[src/rtl/lsu_memacc_pkg.sv]
// Shared types and constants for the MEMACC load/store unit.
package lsu_pkg;

  localparam int unsigned DATA_W = 32;
  localparam int unsigned STRB_W = DATA_W / 8;

  // RV32I funct3 encodings for loads and stores
  localparam logic [2:0] F3_LB  = 3'b000;
  localparam logic [2:0] F3_LH  = 3'b001;
  localparam logic [2:0] F3_LW  = 3'b010;
  localparam logic [2:0] F3_LBU = 3'b100;
  localparam logic [2:0] F3_LHU = 3'b101;
  localparam logic [2:0] F3_SB  = 3'b000;
  localparam logic [2:0] F3_SH  = 3'b001;
  localparam logic [2:0] F3_SW  = 3'b010;

  typedef enum logic [1:0] {
    IDLE = 2'b00,
    REQ  = 2'b01,
    WAIT = 2'b10,
    DONE = 2'b11
  } lsu_state_e;

  typedef enum logic [1:0] {
    ERR_NONE     = 2'b00,
    ERR_MISALIGN = 2'b01,
    ERR_FUNCT3   = 2'b10,
    ERR_TIMEOUT  = 2'b11
  } lsu_err_e;

  // True when funct3 names a real RV32I load or store
  function automatic logic f3_legal(input logic is_store, input logic [2:0] f3);
    if (is_store) begin
      return (f3 == F3_SB) || (f3 == F3_SH) || (f3 == F3_SW);
    end
    return (f3 == F3_LB) || (f3 == F3_LH) || (f3 == F3_LW) ||
           (f3 == F3_LBU) || (f3 == F3_LHU);
  endfunction

endpackage

[src/rtl/lsu_memacc_if.sv]
// Core-side request/response and memory-bus signals of the load/store unit.
interface lsu_memacc_if #(
  parameter int unsigned ADDR_W = 32
) ();

  // core side
  logic              req_valid;
  logic              req_ready;
  logic              req_is_store;
  logic [2:0]        req_funct3;
  logic [ADDR_W-1:0] req_addr;
  logic [31:0]       req_wdata;
  logic              resp_valid;
  logic [31:0]       resp_rdata;
  logic [1:0]        resp_err;

  // memory bus side
  logic              bus_req_valid;
  logic              bus_req_ready;
  logic              bus_we;
  logic [ADDR_W-1:0] bus_addr;
  logic [31:0]       bus_wdata;
  logic [3:0]        bus_wstrb;
  logic              bus_rsp_valid;
  logic [31:0]       bus_rdata;

  // LSU view
  modport slave (
    input  req_valid, req_is_store, req_funct3, req_addr, req_wdata,
    output req_ready, resp_valid, resp_rdata, resp_err,
    output bus_req_valid, bus_we, bus_addr, bus_wdata, bus_wstrb,
    input  bus_req_ready, bus_rsp_valid, bus_rdata
  );

  // Core + memory view
  modport master (
    output req_valid, req_is_store, req_funct3, req_addr, req_wdata,
    input  req_ready, resp_valid, resp_rdata, resp_err,
    input  bus_req_valid, bus_we, bus_addr, bus_wdata, bus_wstrb,
    output bus_req_ready, bus_rsp_valid, bus_rdata
  );

endinterface

[src/rtl/lsu_memacc_align.sv]
// Byte-lane steering, write strobes, load extension and legality checks.
module lsu_align
  import lsu_pkg::*;
(
  input  logic        i_is_store,
  input  logic [2:0]  i_funct3,
  input  logic [1:0]  i_addr_lo,
  input  logic [31:0] i_wdata,
  input  logic [31:0] i_rdata,
  output logic [3:0]  o_wstrb_c,
  output logic [31:0] o_wdata_c,
  output logic [31:0] o_rdata_c,
  output logic        o_misalign_c,
  output logic        o_illegal_c
);

  logic [7:0]  w_byte;
  logic [15:0] w_half;

  assign w_byte = i_rdata[{i_addr_lo, 3'b000} +: 8];
  assign w_half = i_addr_lo[1] ? i_rdata[31:16] : i_rdata[15:0];

  // Legality: funct3 class first, then natural alignment by access size
  always_comb begin
    o_illegal_c  = !f3_legal(i_is_store, i_funct3);
    o_misalign_c = 1'b0;
    case (i_funct3[1:0])
      2'b01:   o_misalign_c = i_addr_lo[0];
      2'b10:   o_misalign_c = (i_addr_lo != 2'b00);
      default: o_misalign_c = 1'b0;
    endcase
  end

  // Store steering: replicate data across lanes, strobe only the target bytes
  always_comb begin
    o_wstrb_c = 4'b0000;
    o_wdata_c = 32'h0;
    if (i_is_store) begin
      case (i_funct3)
        F3_SB: begin
          o_wstrb_c = 4'(4'b0001 << i_addr_lo);
          o_wdata_c = {4{i_wdata[7:0]}};
        end
        F3_SH: begin
          o_wstrb_c = i_addr_lo[1] ? 4'b1100 : 4'b0011;
          o_wdata_c = {2{i_wdata[15:0]}};
        end
        F3_SW: begin
          o_wstrb_c = 4'b1111;
          o_wdata_c = i_wdata;
        end
        default: begin
          o_wstrb_c = 4'b0000;
          o_wdata_c = 32'h0;
        end
      endcase
    end
  end

  // Load extraction: pick the addressed byte/half and extend
  always_comb begin
    o_rdata_c = 32'h0;
    case (i_funct3)
      F3_LB:   o_rdata_c = {{24{w_byte[7]}}, w_byte};
      F3_LBU:  o_rdata_c = {24'h0, w_byte};
      F3_LH:   o_rdata_c = {{16{w_half[15]}}, w_half};
      F3_LHU:  o_rdata_c = {16'h0, w_half};
      F3_LW:   o_rdata_c = i_rdata;
      default: o_rdata_c = 32'h0;
    endcase
  end

endmodule

[src/rtl/lsu_memacc.sv]
// MEMACC stage: one memory op at a time over a valid/ready word bus,
// with legality checks, lane steering and a response timeout.
module lsu_memacc
  import lsu_pkg::*;
#(
  parameter int unsigned TIMEOUT_CYCLES = 16,
  parameter int unsigned ADDR_W         = 32
) (
  input  logic           clk,
  input  logic           rst,
  lsu_memacc_if.slave    io
);

  localparam int unsigned CNT_W = $clog2(TIMEOUT_CYCLES + 1);

  lsu_state_e        r_state;
  logic              r_is_store;
  logic [2:0]        r_funct3;
  logic [1:0]        r_addr_lo;
  logic [CNT_W-1:0]  r_cnt;

  logic              r_req_ready;
  logic              r_resp_valid;
  logic [31:0]       r_resp_rdata;
  lsu_err_e          r_resp_err;
  logic              r_bus_req_valid;
  logic              r_bus_we;
  logic [ADDR_W-1:0] r_bus_addr;
  logic [31:0]       r_bus_wdata;
  logic [3:0]        r_bus_wstrb;

  logic              w_idle;
  logic              w_is_store;
  logic [2:0]        w_funct3;
  logic [1:0]        w_addr_lo;
  logic [3:0]        w_wstrb;
  logic [31:0]       w_wdata;
  logic [31:0]       w_rdata;
  logic              w_misalign;
  logic              w_illegal;
  logic [CNT_W-1:0]  w_cnt_nxt;

  // In IDLE the aligner judges the incoming request; afterwards the captured op
  assign w_idle     = (r_state == IDLE);
  assign w_is_store = w_idle ? io.req_is_store   : r_is_store;
  assign w_funct3   = w_idle ? io.req_funct3     : r_funct3;
  assign w_addr_lo  = w_idle ? io.req_addr[1:0]  : r_addr_lo;
  assign w_cnt_nxt  = r_cnt + 1'b1;

  lsu_align u_align (
    .i_is_store   (w_is_store),
    .i_funct3     (w_funct3),
    .i_addr_lo    (w_addr_lo),
    .i_wdata      (io.req_wdata),
    .i_rdata      (io.bus_rdata),
    .o_wstrb_c    (w_wstrb),
    .o_wdata_c    (w_wdata),
    .o_rdata_c    (w_rdata),
    .o_misalign_c (w_misalign),
    .o_illegal_c  (w_illegal)
  );

  assign io.req_ready     = r_req_ready;
  assign io.resp_valid    = r_resp_valid;
  assign io.resp_rdata    = r_resp_rdata;
  assign io.resp_err      = r_resp_err;
  assign io.bus_req_valid = r_bus_req_valid;
  assign io.bus_we        = r_bus_we;
  assign io.bus_addr      = r_bus_addr;
  assign io.bus_wdata     = r_bus_wdata;
  assign io.bus_wstrb     = r_bus_wstrb;

  // Operation FSM with registered outputs and WAIT-state timeout counter
  always_ff @(posedge clk or posedge rst) begin
    if (rst) begin
      r_state         <= IDLE;
      r_is_store      <= 1'b0;
      r_funct3        <= 3'b000;
      r_addr_lo       <= 2'b00;
      r_cnt           <= '0;
      r_req_ready     <= 1'b1;
      r_resp_valid    <= 1'b0;
      r_resp_rdata    <= 32'h0;
      r_resp_err      <= ERR_NONE;
      r_bus_req_valid <= 1'b0;
      r_bus_we        <= 1'b0;
      r_bus_addr      <= '0;
      r_bus_wdata     <= 32'h0;
      r_bus_wstrb     <= 4'b0000;
    end else begin
      r_resp_valid <= 1'b0;
      case (r_state)
        IDLE: begin
          if (io.req_valid) begin
            r_is_store  <= io.req_is_store;
            r_funct3    <= io.req_funct3;
            r_addr_lo   <= io.req_addr[1:0];
            r_req_ready <= 1'b0;
            if (w_illegal || w_misalign) begin
              // Error ops never touch the bus; illegal funct3 outranks misalign
              r_resp_err   <= w_illegal ? ERR_FUNCT3 : ERR_MISALIGN;
              r_resp_rdata <= 32'h0;
              r_resp_valid <= 1'b1;
              r_state      <= DONE;
            end else begin
              r_bus_req_valid <= 1'b1;
              r_bus_we        <= io.req_is_store;
              r_bus_addr      <= {io.req_addr[ADDR_W-1:2], 2'b00};
              r_bus_wdata     <= w_wdata;
              r_bus_wstrb     <= w_wstrb;
              r_state         <= REQ;
            end
          end
        end
        REQ: begin
          if (io.bus_req_ready) begin
            r_bus_req_valid <= 1'b0;
            r_cnt           <= '0;
            r_state         <= WAIT;
          end
        end
        WAIT: begin
          if (io.bus_rsp_valid) begin
            r_resp_rdata <= r_is_store ? 32'h0 : w_rdata;
            r_resp_err   <= ERR_NONE;
            r_resp_valid <= 1'b1;
            r_state      <= DONE;
          end else begin
            r_cnt <= w_cnt_nxt;
            if (w_cnt_nxt == CNT_W'(TIMEOUT_CYCLES)) begin
              r_resp_rdata <= 32'h0;
              r_resp_err   <= ERR_TIMEOUT;
              r_resp_valid <= 1'b1;
              r_state      <= DONE;
            end
          end
        end
        DONE: begin
          r_req_ready <= 1'b1;
          r_state     <= IDLE;
        end
        default: begin
          r_req_ready <= 1'b1;
          r_state     <= IDLE;
        end
      endcase
    end
  end

endmodule

[src/flat_wrapper.sv]
// flat-port wrapper written by rule: the top's interface ports become plain ports
module lsu_memacc_flat import lsu_pkg::*;
#(
  parameter int unsigned TIMEOUT_CYCLES = 16,
  parameter int unsigned ADDR_W         = 32
)
  (clk, rst, io_req_valid, io_req_is_store, io_req_funct3, io_req_addr, io_req_wdata, io_req_ready, io_resp_valid, io_resp_rdata, io_resp_err, io_bus_req_valid, io_bus_we, io_bus_addr, io_bus_wdata, io_bus_wstrb, io_bus_req_ready, io_bus_rsp_valid, io_bus_rdata);
  lsu_memacc_if #(.ADDR_W(ADDR_W)) io_i ();
  input  logic clk;
  input  logic rst;
  input wire logic [$bits(io_i.req_valid)-1:0] io_req_valid;
  input wire logic [$bits(io_i.req_is_store)-1:0] io_req_is_store;
  input wire logic [$bits(io_i.req_funct3)-1:0] io_req_funct3;
  input wire logic [$bits(io_i.req_addr)-1:0] io_req_addr;
  input wire logic [$bits(io_i.req_wdata)-1:0] io_req_wdata;
  output wire logic [$bits(io_i.req_ready)-1:0] io_req_ready;
  output wire logic [$bits(io_i.resp_valid)-1:0] io_resp_valid;
  output wire logic [$bits(io_i.resp_rdata)-1:0] io_resp_rdata;
  output wire logic [$bits(io_i.resp_err)-1:0] io_resp_err;
  output wire logic [$bits(io_i.bus_req_valid)-1:0] io_bus_req_valid;
  output wire logic [$bits(io_i.bus_we)-1:0] io_bus_we;
  output wire logic [$bits(io_i.bus_addr)-1:0] io_bus_addr;
  output wire logic [$bits(io_i.bus_wdata)-1:0] io_bus_wdata;
  output wire logic [$bits(io_i.bus_wstrb)-1:0] io_bus_wstrb;
  input wire logic [$bits(io_i.bus_req_ready)-1:0] io_bus_req_ready;
  input wire logic [$bits(io_i.bus_rsp_valid)-1:0] io_bus_rsp_valid;
  input wire logic [$bits(io_i.bus_rdata)-1:0] io_bus_rdata;
  assign io_i.req_valid = io_req_valid;
  assign io_i.req_is_store = io_req_is_store;
  assign io_i.req_funct3 = io_req_funct3;
  assign io_i.req_addr = io_req_addr;
  assign io_i.req_wdata = io_req_wdata;
  assign io_req_ready = io_i.req_ready;
  assign io_resp_valid = io_i.resp_valid;
  assign io_resp_rdata = io_i.resp_rdata;
  assign io_resp_err = io_i.resp_err;
  assign io_bus_req_valid = io_i.bus_req_valid;
  assign io_bus_we = io_i.bus_we;
  assign io_bus_addr = io_i.bus_addr;
  assign io_bus_wdata = io_i.bus_wdata;
  assign io_bus_wstrb = io_i.bus_wstrb;
  assign io_i.bus_req_ready = io_bus_req_ready;
  assign io_i.bus_rsp_valid = io_bus_rsp_valid;
  assign io_i.bus_rdata = io_bus_rdata;
  lsu_memacc #(.TIMEOUT_CYCLES(TIMEOUT_CYCLES), .ADDR_W(ADDR_W)) u_core (.clk(clk), .rst(rst), .io(io_i));
endmodule
[config.mk]
export PLATFORM = sky130hd
export DESIGN_NAME = lsu_memacc_flat
export DESIGN_NICKNAME = d
export VERILOG_FILES = /design/src/rtl/lsu_memacc_pkg.sv /design/src/rtl/lsu_memacc_if.sv /design/src/rtl/lsu_memacc_align.sv /design/src/rtl/lsu_memacc.sv /design/src/flat_wrapper.sv
export SDC_FILE = /design/constraint.sdc
export NUM_CORES = 1
export LEC_CHECK = 0
export ABC_CLOCK_PERIOD_IN_PS = 4000
export CAP_MARGIN = 10
export CELL_PAD_IN_SITES_DETAIL_PLACEMENT = 0
export CELL_PAD_IN_SITES_GLOBAL_PLACEMENT = 1
export CORE_MARGIN = 10
export CORE_UTILIZATION = 32
export CTS_CLUSTER_DIAMETER = 200
export DETAILED_ROUTE_END_ITERATION = 8
export PLACE_DENSITY_LB_ADDON = 0.1
export SLEW_MARGIN = 20
export SYNTH_ARGS = -nofsm -noshare
export SYNTH_HDL_FRONTEND = slang
export SYNTH_SLANG_ARGS = --single-unit
[constraint.sdc]
create_clock -name clk -period 4 [get_ports clk]
set_input_delay 0.8 -clock clk [delete_from_list [all_inputs] [get_ports clk]]
set_output_delay 0.8 -clock clk [all_outputs]
set_load 0.01 [all_outputs]
After elaboration in Yosys (flattened, before gate mapping). Index checks and enable logic that the tools add are counted.

Reductions and logical operators: 20. Shift operators: 2. Add/subtract/negate cells: 1. Equality and inequality tests: 16. Bitwise gates (word level): 1. Mux-type cells: 45.

Operator list (number): 2-to-1 mux 32 bit (6); case mux 32 bit (5 select lines) (1); case mux 32 bit (3 select lines) (1); case mux 32 bit (2 select lines) (1); variable part select 32 x 6 -> 8 bit (1); 2-to-1 mux 2 bit (10); 2-to-1 mux 16 bit (1); 2-to-1 mux 1 bit (12); case mux 4 bit (3 select lines) (1); 2-to-1 mux 5 bit (2); inequality test 2 bit, second input constant (5); case mux 5 bit (2 select lines) (1); nonzero test 2 bit (5); AND reduction 3 bit (3); 2-to-1 mux 4 bit (2); case mux 1 bit (2 select lines) (4); case mux 2 bit (4 select lines) (1); AND reduction 4 bit (2); equality test 2 bit, second input constant (3); equality test 3 bit, second input constant (2); adder 5 x 1 -> 5 bit, second input constant (1); equality test 5 bit, second input constant (1); logical OR 1 bit (5); equality test 2 x 1 -> 1 bit, second input constant (2); 11 further kinds (12).

Register bits after elaboration: 117. Output and inout bits: 106. Bits of input ports: 105. Word-level logic and storage cells: 99.

Logic depth before layout (Yosys ltp). Gate-level depths: netlist of run 1.

Depth after elaboration: 13. Gate-level depth with buffers: 16. Mapped depth without buffers: 10.

Modules after synthesis. A second synthesis of run 1 with hierarchy kept.

Cell total of the unflattened synthesis: 519. Area total of the unflattened synthesis: 6023.3 µm².

By module, submodules not included: lsu_memacc (instances 1, sequential area each 2929.1 µm², area each 4757.1 µm², cells an instance 326); lsu_align (instances 1, sequential area each 0.0 µm², area each 1266.2 µm², cells an instance 193).

Least setup slack after synthesis of run 1. Ideal clock, no wire load.

Path kind: register to register. Start point: register u_core.r_state[0]. End point: register u_core.r_resp_rdata[10] (netlist: u_core.io.resp_rdata[10]). Path slack: 0.848 ns. Setup time: 0.125 ns. Cell stages (with the launch flop): 15. Buffers on the path: 5. Period minus slack after synthesis: 3.152 ns. Data arrival time: 3.027 ns. Data required time: 3.875 ns. Cell sequence: dfrtp_1 inv_1 ha_1 buf_6 buf_8 buf_2 mux2i_1 ha_1 buf_2 nor2_1 a311oi_4 o221ai_2 nand2_2 buf_4 mux2_2.

Word-level cells in the longest chain between the ends: 12. Elaborated cells on any way between the ends: 34. Classes of those cells: eq/ne (10); shift (1); mux (12); reduce/logical (11).

Ends and longest elaborated chain: from (decl) (line lsu_memacc.sv:16) `lsu_state_e r_state;`; from (signal assigned) (line lsu_memacc.sv:76) `r_state <= IDLE;`; from (signal assigned) (line lsu_memacc.sv:104) `r_state <= DONE;`; from (signal assigned) (line lsu_memacc.sv:111) `r_state <= REQ;`; parallel branches: the longest is 12 deep, another holds variable part select 32 x 6 -> 8 bit; to (signal assigned) (line lsu_memacc.sv:124) `r_resp_rdata <= r_is_store ? 32'h0 : w_rdata;`; to (decl) (line lsu_memacc.sv:24) `logic [31:0] r_resp_rdata;`.

Parallel ways; which one is timed is not known. The select of a mux whose other input is x is not followed. A chain may end at the register's enable or synchronous reset.

Worst setup path after layout of run 1.
Start point: register u_core.r_state[0]. End point: register u_core.r_resp_rdata[27] (netlist: u_core.io.resp_rdata[27]).

Same word-level chain as after synthesis.

==> results of run 1 <==
placed cells by master (no fill, tap or decap), types with 3 or more instances in the layout:
| cell type | n |
|---|---|
| sky130_fd_sc_hd__a211oi_1 | 10 |
| sky130_fd_sc_hd__a21boi_0 | 4 |
| sky130_fd_sc_hd__a21boi_1 | 4 |
| sky130_fd_sc_hd__a21o_1 | 12 |
| sky130_fd_sc_hd__a21oi_1 | 18 |
| sky130_fd_sc_hd__a222oi_1 | 6 |
| sky130_fd_sc_hd__a22o_1 | 17 |
| sky130_fd_sc_hd__a22oi_1 | 31 |
| sky130_fd_sc_hd__and2_1 | 5 |
| sky130_fd_sc_hd__buf_4 | 9 |
| sky130_fd_sc_hd__clkbuf_16 | 17 |
| sky130_fd_sc_hd__clkdlybuf4s50_1 | 208 |
| sky130_fd_sc_hd__clkinv_2 | 3 |
| sky130_fd_sc_hd__clkinvlp_4 | 4 |
| sky130_fd_sc_hd__dfrtp_1 | 116 |
| sky130_fd_sc_hd__ha_1 | 8 |
| sky130_fd_sc_hd__inv_1 | 12 |
| sky130_fd_sc_hd__inv_6 | 4 |
| sky130_fd_sc_hd__mux2_2 | 59 |
| sky130_fd_sc_hd__mux2_4 | 3 |
| sky130_fd_sc_hd__mux2i_1 | 10 |
| sky130_fd_sc_hd__nand2_1 | 70 |
| sky130_fd_sc_hd__nand2b_1 | 3 |
| sky130_fd_sc_hd__nand3_1 | 20 |
| sky130_fd_sc_hd__nand4_1 | 4 |
| sky130_fd_sc_hd__nor2_1 | 12 |
| sky130_fd_sc_hd__nor2b_1 | 5 |
| sky130_fd_sc_hd__nor3_1 | 4 |
| sky130_fd_sc_hd__o21ai_0 | 31 |
| sky130_fd_sc_hd__o31a_1 | 3 |
| sky130_fd_sc_hd__o31ai_1 | 18 |
how the worst min path moves through the flow:
stage | end | depth (start not counted) | slack, ns | start
3_3_place_gp | u_core.io.bus_wdata[27] | 1 | 0.46 | u_core.io.bus_wdata[27]
4_1_cts | u_core.io.bus_wdata[27] | 1 | 0.48 | u_core.io.bus_wdata[27]
3_5_place_dp | u_core.io.bus_wdata[27] | 1 | 0.47 | u_core.io.bus_wdata[27]
5_1_grt | u_core.io.bus_wdata[27] | 1 | 0.49 | u_core.io.bus_wdata[27]
2_1_floorplan | u_core.r_funct3[0] | 1 | 0.48 | u_core.r_funct3[0]
6_report | u_core.io.bus_wdata[6] | 2 | 0.47 | u_core.io.bus_wdata[6]
state kept, by name (all words and copies together) (netlist names):
register / flops
u_core.io.bus_wdata: 32
u_core.io.resp_rdata: 32
u_core.io.bus_addr: 30
u_core.r_cnt: 5
u_core.io.bus_wstrb: 4
u_core.r_funct3: 3
u_core.io.resp_err: 2
u_core.r_addr_lo: 2
u_core.r_state: 2
u_core.io.bus_req_valid: 1
u_core.io.bus_we: 1
u_core.io.req_ready: 1
u_core.io.resp_valid: 1
u_core.r_is_store: 1
worst max-delay path, cell delays in order, from the launching register on:
cell and delay (ns):
sky130_fd_sc_hd__dfrtp_1 0.40, sky130_fd_sc_hd__inv_1 0.11, sky130_fd_sc_hd__ha_1 0.24, sky130_fd_sc_hd__mux2i_1 0.34, sky130_fd_sc_hd__inv_1 0.08, sky130_fd_sc_hd__ha_1 0.20, sky130_fd_sc_hd__nor2_1 0.34, sky130_fd_sc_hd__a311oi_4 0.12
sky130_fd_sc_hd__o221ai_2 0.24, sky130_fd_sc_hd__nand2_2 0.41, sky130_fd_sc_hd__buf_4 0.33, sky130_fd_sc_hd__a22o_1 0.23
power breakdown:
part,switching (mW),internal (mW),total (mW)
clock,0.577,0.875,1.45
sequential,0.273,1.64,1.91
combinational,1.92,1.77,3.69
total,2.77,4.29,7.06
cell families (layout without fill, tap and decap cells):
kind of cell             count (synthesis)  in the layout  share of synthesized area, %
flip-flops                             117            117                          47.6
AO/OA/AOI/OAI                          170            170                          20.8
multiplexers                            74             74                          13.9
adder cells (fa/ha/maj)                  8              8                          1.63
buffers and inverters                   56            264                          5.27
other                                    1              2                        0.0610
AND/OR/NAND/NOR                        138            138                          10.7
per-layer routing:
metal  routed length [um]  up-vias  share of wire [%]  track usage, %
met5                    0        -                  0               0
met4                  186        0               0.92            4.15
met3                 1270       13                6.3            4.94
met2                10300      145                 51            26.5
met1                 8490     2527                 42            19.8
li1                     -     2479                  -               -
layout make-up:
cell class,instances,area (um2)
Fill cell,1786,9870
Sequential cell,117,2930
Multi-Input combinational cell,392,2900
Timing Repair Buffer,219,2190
Clock buffer,18,439
Tap cell,260,325
Clock inverter,14,128
Inverter,13,51.3
per-stage QoR:
stage                     utilization, %  std cells  setup slack, ns
after floorplan                        -        565            0.101
after global placement              44.6       1001            0.477
after detailed placement            44.6       1001            0.321
after CTS                           47.6       1033            0.737
after global routing                47.6       1033            0.450
final                               47.6       1033            0.823
==> reports/results.md, run 1 <==
### STA
* 0 — number of endpoints failing setup at the final stage
* 0 — final hold violations
* 0.00928 ns — largest clock skew in the final design
* no — unrepaired setup endpoints after global routing
* 79.4% — post-route fraction of the period consumed by the critical path
* 33.7% — headroom to the max-slew limit
* 3.18 ns — min Tclk post-route
* 315 MHz — f_max
* 0.474 ns — Min Hold Slack
* 0.986 ns — Worst-Margin Slew
* 0 ns — Total Negative Setup Slacks
* 0 — final slew viol count

### Power
* 3.78 nW — leakage component of the power
* 7.06 mW — total chip power
* 519 uV — largest voltage drop on the vdd net
* 787 mW/mm2 — pwr/cell area

### Cells and area
* 0 — number of antenna cells inserted
* 15.8% — share of final-layout standard cells stronger than drive strength 1
* 0.00896 mm2 — fin area
* 873 — net count reported at finish
* 45.8% — layout overhead on the synthesized area

### Yosys
* sky130_fd_sc_hd__dfrtp_1 — post-synth top area cell
* 116 x sky130_fd_sc_hd__dfrtp_1, 70 x sky130_fd_sc_hd__nand2_1, 59 x sky130_fd_sc_hd__mux2_2 — most frequent cells after synthesis
* 100% — Post-synth ARST share
* 61 — count of cell types in the netlist
* 47.2% — post-synth top area share
* 0 — Warnings, synthesis
* 0 — number of synthesized flops with an enable pin
* 564 — Gate Count Post-Synth
* sky130_fd_sc_hd__dfrtp_1 — flip-flop cell with the highest count after synthesis
* sky130_fd_sc_hd__dfrtp_1 — library cell with the highest instance count after synthesis
* 47.6% — Seq/Total Area, Yosys
* sky130_fd_sc_hd__dfrtp_1 47%, sky130_fd_sc_hd__mux2_2 11%, sky130_fd_sc_hd__nand2_1 4.3% — Synth area leaders
* 0.00615 mm2 — cell area after synthesis
* 10.9 um2 — Mapped Avg Cell Area
* 117 — flip-flop and latch count after synthesis

### Clock tree
* 17 — CTS Buf Count
* 0.06 ns — clock slew at reported path FFs
* 0 — count of hold-fix buffers inserted at cts
* 0 — post-CTS setup buffers
* 0.41 ns — latest clock arrival within the worst-skew pair
* 2 — clock tree buffer depth
* sky130_fd_sc_hd__clkbuf_16 — cell at the root of the clock tree
* 117 — TritonCTS sink count
* 4 — H-Tree Depth
* 0 — number of resized instances in the post-cts repair step
* built — clock tree from TritonCTS

### Worst hold path
* reg2reg — hold crit path type

### Detailed routing
* 19.6 um — average wire per cell in the routed design
* 0 — remaining number of nets flagged by the antenna check after routing
* 5.00 — via/cell ratio
* 330 — iteration-0 DRC count of the detailed router
* 0 — DRC violations left
* 5,164 — number of vias in the routed layout
* 5 — number of search-and-repair iterations in the first detailed-routing pass
* 20,200 um — detailed-route wire length

### Worst setup path
* 4.29 ns — required arrival time at the worst endpoint
* reg2reg — Setup Crit Path Kind
* u_core.io.resp_rdata[27] — worst setup path endpoint
* flip-flop — capturing element type of the critical path
* 11 — reg2reg path depth
* 26 — maximum fanout count along the critical path
* 3.47 ns — Arrival @ worst endpoint
* u_core.io.resp_rdata[27] — RR Endpoint
* u_core.r_state[0] — worst reg2reg path startpoint
* 0.82 ns — flop-to-flop setup slack
* u_core.r_state[0] — Critical Path Start
* flip-flop — kind of launch point of the worst setup path

### Global route
* 82 — largest net degree at the start of global routing
* 0 — number of antenna violations at the first check in global routing
* 31,300 um — first-pass GRT wire length
* 5,424 — number of global-route vias before repair
* 0 — aggregate global routing overflow
* 16.0% — total routing usage reported by global routing

### Die
* 211 — # IOs
* 159 um — vertical die dimension
* 0.0188 mm2 — Core Region
* 32.6% — initial standard-cell utilization of the core
* 159 um — DIE WIDTH
* 50 — row count
* 0.0252 mm2 — Die Outline Area

### Outcome
* finished clean — result of the run

### Placed design
* 0.00839 mm2 — placed instance area
* 0.818 — last weighted congestion value of the routability-driven placer
* 15,400 um — DP HPWL
* 208 — count of input and output buffers

### Flow run
* 0 — number of maximum-capacitance constraint violations

Power figures use the tool's default switching activity.
==> inputs of run 2 (changes only) <==
- ABC_CLOCK_PERIOD_IN_PS: 4000 -> 3000
- CORE_UTILIZATION: 32 -> 35
- clock period: 4 -> 3 ns (I/O delays scaled with it)
==> reports/results.md, run 2 (synthesis results as in run 1) <==
### STA
* 94.0% — post-route fraction of the period consumed by the critical path
* 354 MHz — f_max
* 53.3% — headroom to the max-slew limit
* 0.00809 ns — largest clock skew in the final design
* 0 — final slew viol count
* 0 — final hold violations
* 0.699 ns — Worst-Margin Slew
* 0 — number of endpoints failing setup at the final stage
* no — unrepaired setup endpoints after global routing
* 2.82 ns — min Tclk post-route

### Worst setup path
* flip-flop — capturing element type of the critical path
* reg2reg — Setup Crit Path Kind
* 3.11 ns — Arrival @ worst endpoint
* flip-flop — kind of launch point of the worst setup path
* 38 — maximum fanout count along the critical path
* 9 — reg2reg path depth
* 3.29 ns — required arrival time at the worst endpoint

### Global route
* 5,651 — number of global-route vias before repair
* 32,600 um — first-pass GRT wire length
* 0 — aggregate global routing overflow
* 77 — largest net degree at the start of global routing
* 17.4% — total routing usage reported by global routing
* 0 — number of antenna violations at the first check in global routing

### Worst hold path
* 2 — cell depth of the worst min-delay path
* reg2reg — hold crit path type

### Die
* 211 — # IOs
* 0.0172 mm2 — Core Region
* 0.0233 mm2 — Die Outline Area
* 48 — row count
* 153 um — vertical die dimension
* 35.7% — initial standard-cell utilization of the core
* 153 um — DIE WIDTH

### Cells and area
* 19.0% — share of final-layout standard cells stronger than drive strength 1
* sky130_fd_sc_hd__clkdlybuf4s50_1 — most common cell after layout, fill and taps aside
* 898 — net count reported at finish
* 208 x sky130_fd_sc_hd__clkdlybuf4s50_1, 116 x sky130_fd_sc_hd__dfrtp_1, 70 x sky130_fd_sc_hd__nand2_1, 59 x sky130_fd_sc_hd__mux2_2, 31 x sky130_fd_sc_hd__a22oi_1 — most used cells in the layout excluding fill and tap cells
* 53.7% — share of the core filled with cells
* 0 — number of antenna cells inserted
* 1,521 — fill count
* 50.6% — layout overhead on the synthesized area

### Clock tree
* 2 — clock tree buffer depth
* 0.41 ns — latest clock arrival within the worst-skew pair
* 0 — post-CTS setup buffers
* 117 — TritonCTS sink count
* 0.06 ns — clock slew at reported path FFs
* built — clock tree from TritonCTS
* sky130_fd_sc_hd__clkbuf_16 — cell at the root of the clock tree
* 0 — number of resized instances in the post-cts repair step
* 4 — H-Tree Depth
* 17 — CTS Buf Count
* 0 — count of hold-fix buffers inserted at cts

### Detailed routing
* 20.1 um — average wire per cell in the routed design
* 0 — remaining number of nets flagged by the antenna check after routing
* 5 — number of search-and-repair iterations in the first detailed-routing pass
* 0 — DRC violations left
* 5,343 — number of vias in the routed layout
* 5.22 — via/cell ratio
* 20,600 um — detailed-route wire length
* 222 — iteration-0 DRC count of the detailed router

### Power
* 3.95 nW — leakage component of the power
* 585 uV — largest voltage drop on the vdd net
* 1090 mW/mm2 — pwr/cell area
* 10.1 mW — total chip power

### Outcome
* finished clean — result of the run

### Placed design
* 0.847 — last weighted congestion value of the routability-driven placer
* 208 — count of input and output buffers
* 15,700 um — DP HPWL

### Flow run
* 0 — number of maximum-capacitance constraint violations

run 2: final cells by class:
type	instances	area, um2	share of cell area, %
clock inverter	10	144	1.55
tap	225	282	3.04
sequential	117	2930	31.6
multi-input combinational	392	2910	31.5
timing repair buffer	244	2440	26.4
inverter	13	52.6	0.567
clock buffer	22	494	5.34
run 2: power breakdown:
group / switching (mW) / internal [mW] / total [mW]
logic: 2.68 / 2.69 / 5.37
registers: 0.376 / 2.19 / 2.56
clock network: 0.742 / 1.42 / 2.16
run 2: metrics by stage:
stage	hold slack, ns	instances	setup TNS, ns	setup WS [ns]	area, um2
floorplan	0.496	565	0	0.0122	6180
global placement	0.461	990	-0.00510	-0.00268	8590
detailed placement	0.466	990	-1.32	-0.0707	8590
CTS	0.478	1022	0	0.0748	9230
global route	0.503	1023	0	0.0130	9260
finish	0.473	1023	0	0.179	9260
run 2: path summary, 6_finish.rpt:
check                                         from                       end  slack [ns]
min in group asynchronous                      rst  u_core.io.resp_rdata[28]        0.67
hold / removal             u_core.io.bus_wdata[16]   u_core.io.bus_wdata[16]        0.47
setup reg to reg                 u_core.r_state[1]     u_core.io.bus_addr[8]        0.18
setup / recovery                 u_core.r_state[1]     u_core.io.bus_addr[8]        0.18
max in group asynchronous                      rst  u_core.io.resp_rdata[27]        1.64
hold reg to reg            u_core.io.bus_wdata[16]   u_core.io.bus_wdata[16]        0.47
run 2: routing by layer:
metal / wire [um] / vias up / global-route usage (%) / part of all wire, %
met1: 8560 / 2625 / 20.5 / 42
met3: 1110 / 19 / 4.43 / 5.4
met5: 0 / - / 0 / 0
li1: - / 2535 / - / -
met4: 293 / 0 / 5.72 / 1.4
met2: 10600 / 164 / 30.2 / 52
run 2: critical path: stages (launching register included):
cell	delay [ns]
sky130_fd_sc_hd__dfrtp_1	0.41
sky130_fd_sc_hd__inv_1	0.11
sky130_fd_sc_hd__ha_1	0.29
sky130_fd_sc_hd__mux2i_2	0.32
sky130_fd_sc_hd__inv_1	0.07
sky130_fd_sc_hd__ha_1	0.23
sky130_fd_sc_hd__and2_1	0.23
sky130_fd_sc_hd__o221ai_4	0.37
sky130_fd_sc_hd__buf_12	0.26
sky130_fd_sc_hd__mux2_2	0.36
==> inputs of run 3 (changes only) <==
- ABC_CLOCK_PERIOD_IN_PS: 3000 -> 3400
- CORE_MARGIN: 10 -> default
- clock period: 3 -> 3.4 ns (I/O delays scaled with it)
==> reports/results.md, run 3 (synthesis results as in run 1) <==
### Die
* 135 um — vertical die dimension
* 135 um — DIE WIDTH
* 211 — # IOs
* 0.0181 mm2 — Die Outline Area
* 48 — row count
* 35.7% — initial standard-cell utilization of the core
* 0.0172 mm2 — Core Region

### Cells and area
* 0 — number of antenna cells inserted
* 1,528 — fill count
* 0.00893 mm2 — fin area
* 875 — net count reported at finish
* 208 x sky130_fd_sc_hd__clkdlybuf4s50_1, 116 x sky130_fd_sc_hd__dfrtp_1, 70 x sky130_fd_sc_hd__nand2_1, 59 x sky130_fd_sc_hd__mux2_2 — most used cells in the layout excluding fill and tap cells
* 16.0% — share of final-layout standard cells stronger than drive strength 1
* sky130_fd_sc_hd__clkdlybuf4s50_1 — most common cell after layout, fill and taps aside
* 0.00293 mm2 — sequential cell area
* 45.2% — layout overhead on the synthesized area
* 0.00290 mm2 — footprint of the multi-input gates

### Clock tree
* built — clock tree from TritonCTS
* 0 — count of hold-fix buffers inserted at cts
* 0 — post-CTS setup buffers
* 117 — TritonCTS sink count
* 0.42 ns — latest clock arrival within the worst-skew pair
* 0.06 ns — clock slew at reported path FFs
* 4 — H-Tree Depth
* sky130_fd_sc_hd__clkbuf_16 — cell at the root of the clock tree
* 2 — clock tree buffer depth
* 17 — CTS Buf Count
* 0 — number of resized instances in the post-cts repair step

### Global route
* 118 — largest net degree at the start of global routing
* 0 — aggregate global routing overflow
* 28,200 um — first-pass GRT wire length
* 0 — number of antenna violations at the first check in global routing
* 5,221 — number of global-route vias before repair
* 20.4% — total routing usage reported by global routing

### Detailed routing
* 5,207 — number of vias in the routed layout
* 0 — DRC violations left
* 6 — number of search-and-repair iterations in the first detailed-routing pass
* 5.21 — via/cell ratio
* 0 — remaining number of nets flagged by the antenna check after routing
* 17,900 um — detailed-route wire length
* 17.9 um — average wire per cell in the routed design
* 335 — iteration-0 DRC count of the detailed router

### STA
* 0 — final slew viol count
* no — unrepaired setup endpoints after global routing
* 0.356 ns — least setup slack across all paths after layout
* 37.0% — headroom to the max-slew limit
* 89.5% — post-route fraction of the period consumed by the critical path
* 0 — number of endpoints failing setup at the final stage
* 0.936 ns — Worst-Margin Slew
* 0 — final hold violations
* 329 MHz — f_max
* 0 ns — Total Negative Setup Slacks
* 0.00889 ns — largest clock skew in the final design
* 3.04 ns — min Tclk post-route

### Worst setup path
* sky130_fd_sc_hd__and2_1 — Critical Path Slowest Stage Cell
* flip-flop — kind of launch point of the worst setup path
* inv_1 -> ha_1 -> mux2i_1 -> ha_1 -> buf_4 -> or2_2 -> a21oi_1 -> nor2_1 -> and2_1 -> a22o_1 — cells along the critical path
* reg2reg — Setup Crit Path Kind
* flip-flop — capturing element type of the critical path
* sky130_fd_sc_hd__ha_1 — library cell appearing most often on the critical path
* 3.75 ns — required arrival time at the worst endpoint
* 3.39 ns — Arrival @ worst endpoint
* 16 — maximum fanout count along the critical path
* 0.58 ns — largest stage delay on the critical path

### Power
* 8.27 mW — total chip power
* 594 uV — largest voltage drop on the vdd net
* 927 mW/mm2 — pwr/cell area
* 3.79 nW — leakage component of the power

### Placed design
* 0.782 — last weighted congestion value of the routability-driven placer
* 12,900 um — DP HPWL
* 0.00838 mm2 — placed instance area
* 0.0616 ns — Setup WS pre-CTS
* 208 — count of input and output buffers

### Outcome
* finished clean — result of the run

### Flow run
* 0 — number of maximum-capacitance constraint violations

### Worst hold path
* reg2reg — hold crit path type

## run 3: per-layer routing
metal | vias to the layer above | share of wire [%] | GRT usage, %
met5 | - | 0 | 0
met4 | 0 | 1.8 | 6.49
met3 | 23 | 5.2 | 5.07
met2 | 156 | 49 | 32.8
met1 | 2543 | 44 | 26.8
li1 | 2485 | - | -
## run 3: area by class of cell
cell class	count	share of cell area (%)
Inverter	13	0.589
Tap cell	225	3.15
Multi-Input combinational cell	392	32.5
Clock buffer	19	5.07
Clock inverter	13	1.09
Sequential cell	117	32.8
Timing Repair Buffer	221	24.8
## run 3: worst paths after layout
kind                                         startpoint                  endpoint  slack [ns]  cells past startpoint
max in group asynchronous                           rst       u_core.r_addr_lo[0]        2.13                      3
worst max-delay path                  u_core.r_state[1]  u_core.io.resp_rdata[26]        0.36                     10
min in group asynchronous                           rst  u_core.io.resp_rdata[25]        0.82                      3
worst min register to register  u_core.io.bus_wdata[26]   u_core.io.bus_wdata[26]        0.47                      1
worst min-delay path            u_core.io.bus_wdata[26]   u_core.io.bus_wdata[26]        0.47                      1
worst max register to register        u_core.r_state[1]  u_core.io.resp_rdata[26]        0.36                     10
## run 3: power breakdown
group | switching (mW) | internal [mW]
combinational | 2.23 | 2.14
clock | 0.684 | 0.976
sequential | 0.317 | 1.93
## run 3: metrics by stage
stage,utilization (%),instances,hold slack (ns)
2_1_floorplan,-,565,0.480
3_3_place_gp,48.6,968,0.461
3_5_place_dp,48.6,968,0.465
4_1_cts,51.8,1000,0.478
5_1_grt,51.8,1000,0.486
6_report,51.8,1000,0.473
## run 3: critical path: cells and delay by family, from the launching register on
| kind | cells | cell delay (ns) |
|---|---|---|
| fa+ha+maj | 2 | 0.49 |
| buf+inv | 2 | 0.28 |
| simple gates | 3 | 1.16 |
| flops | 1 | 0.41 |
| compound gates | 2 | 0.28 |
| mux | 1 | 0.36 |
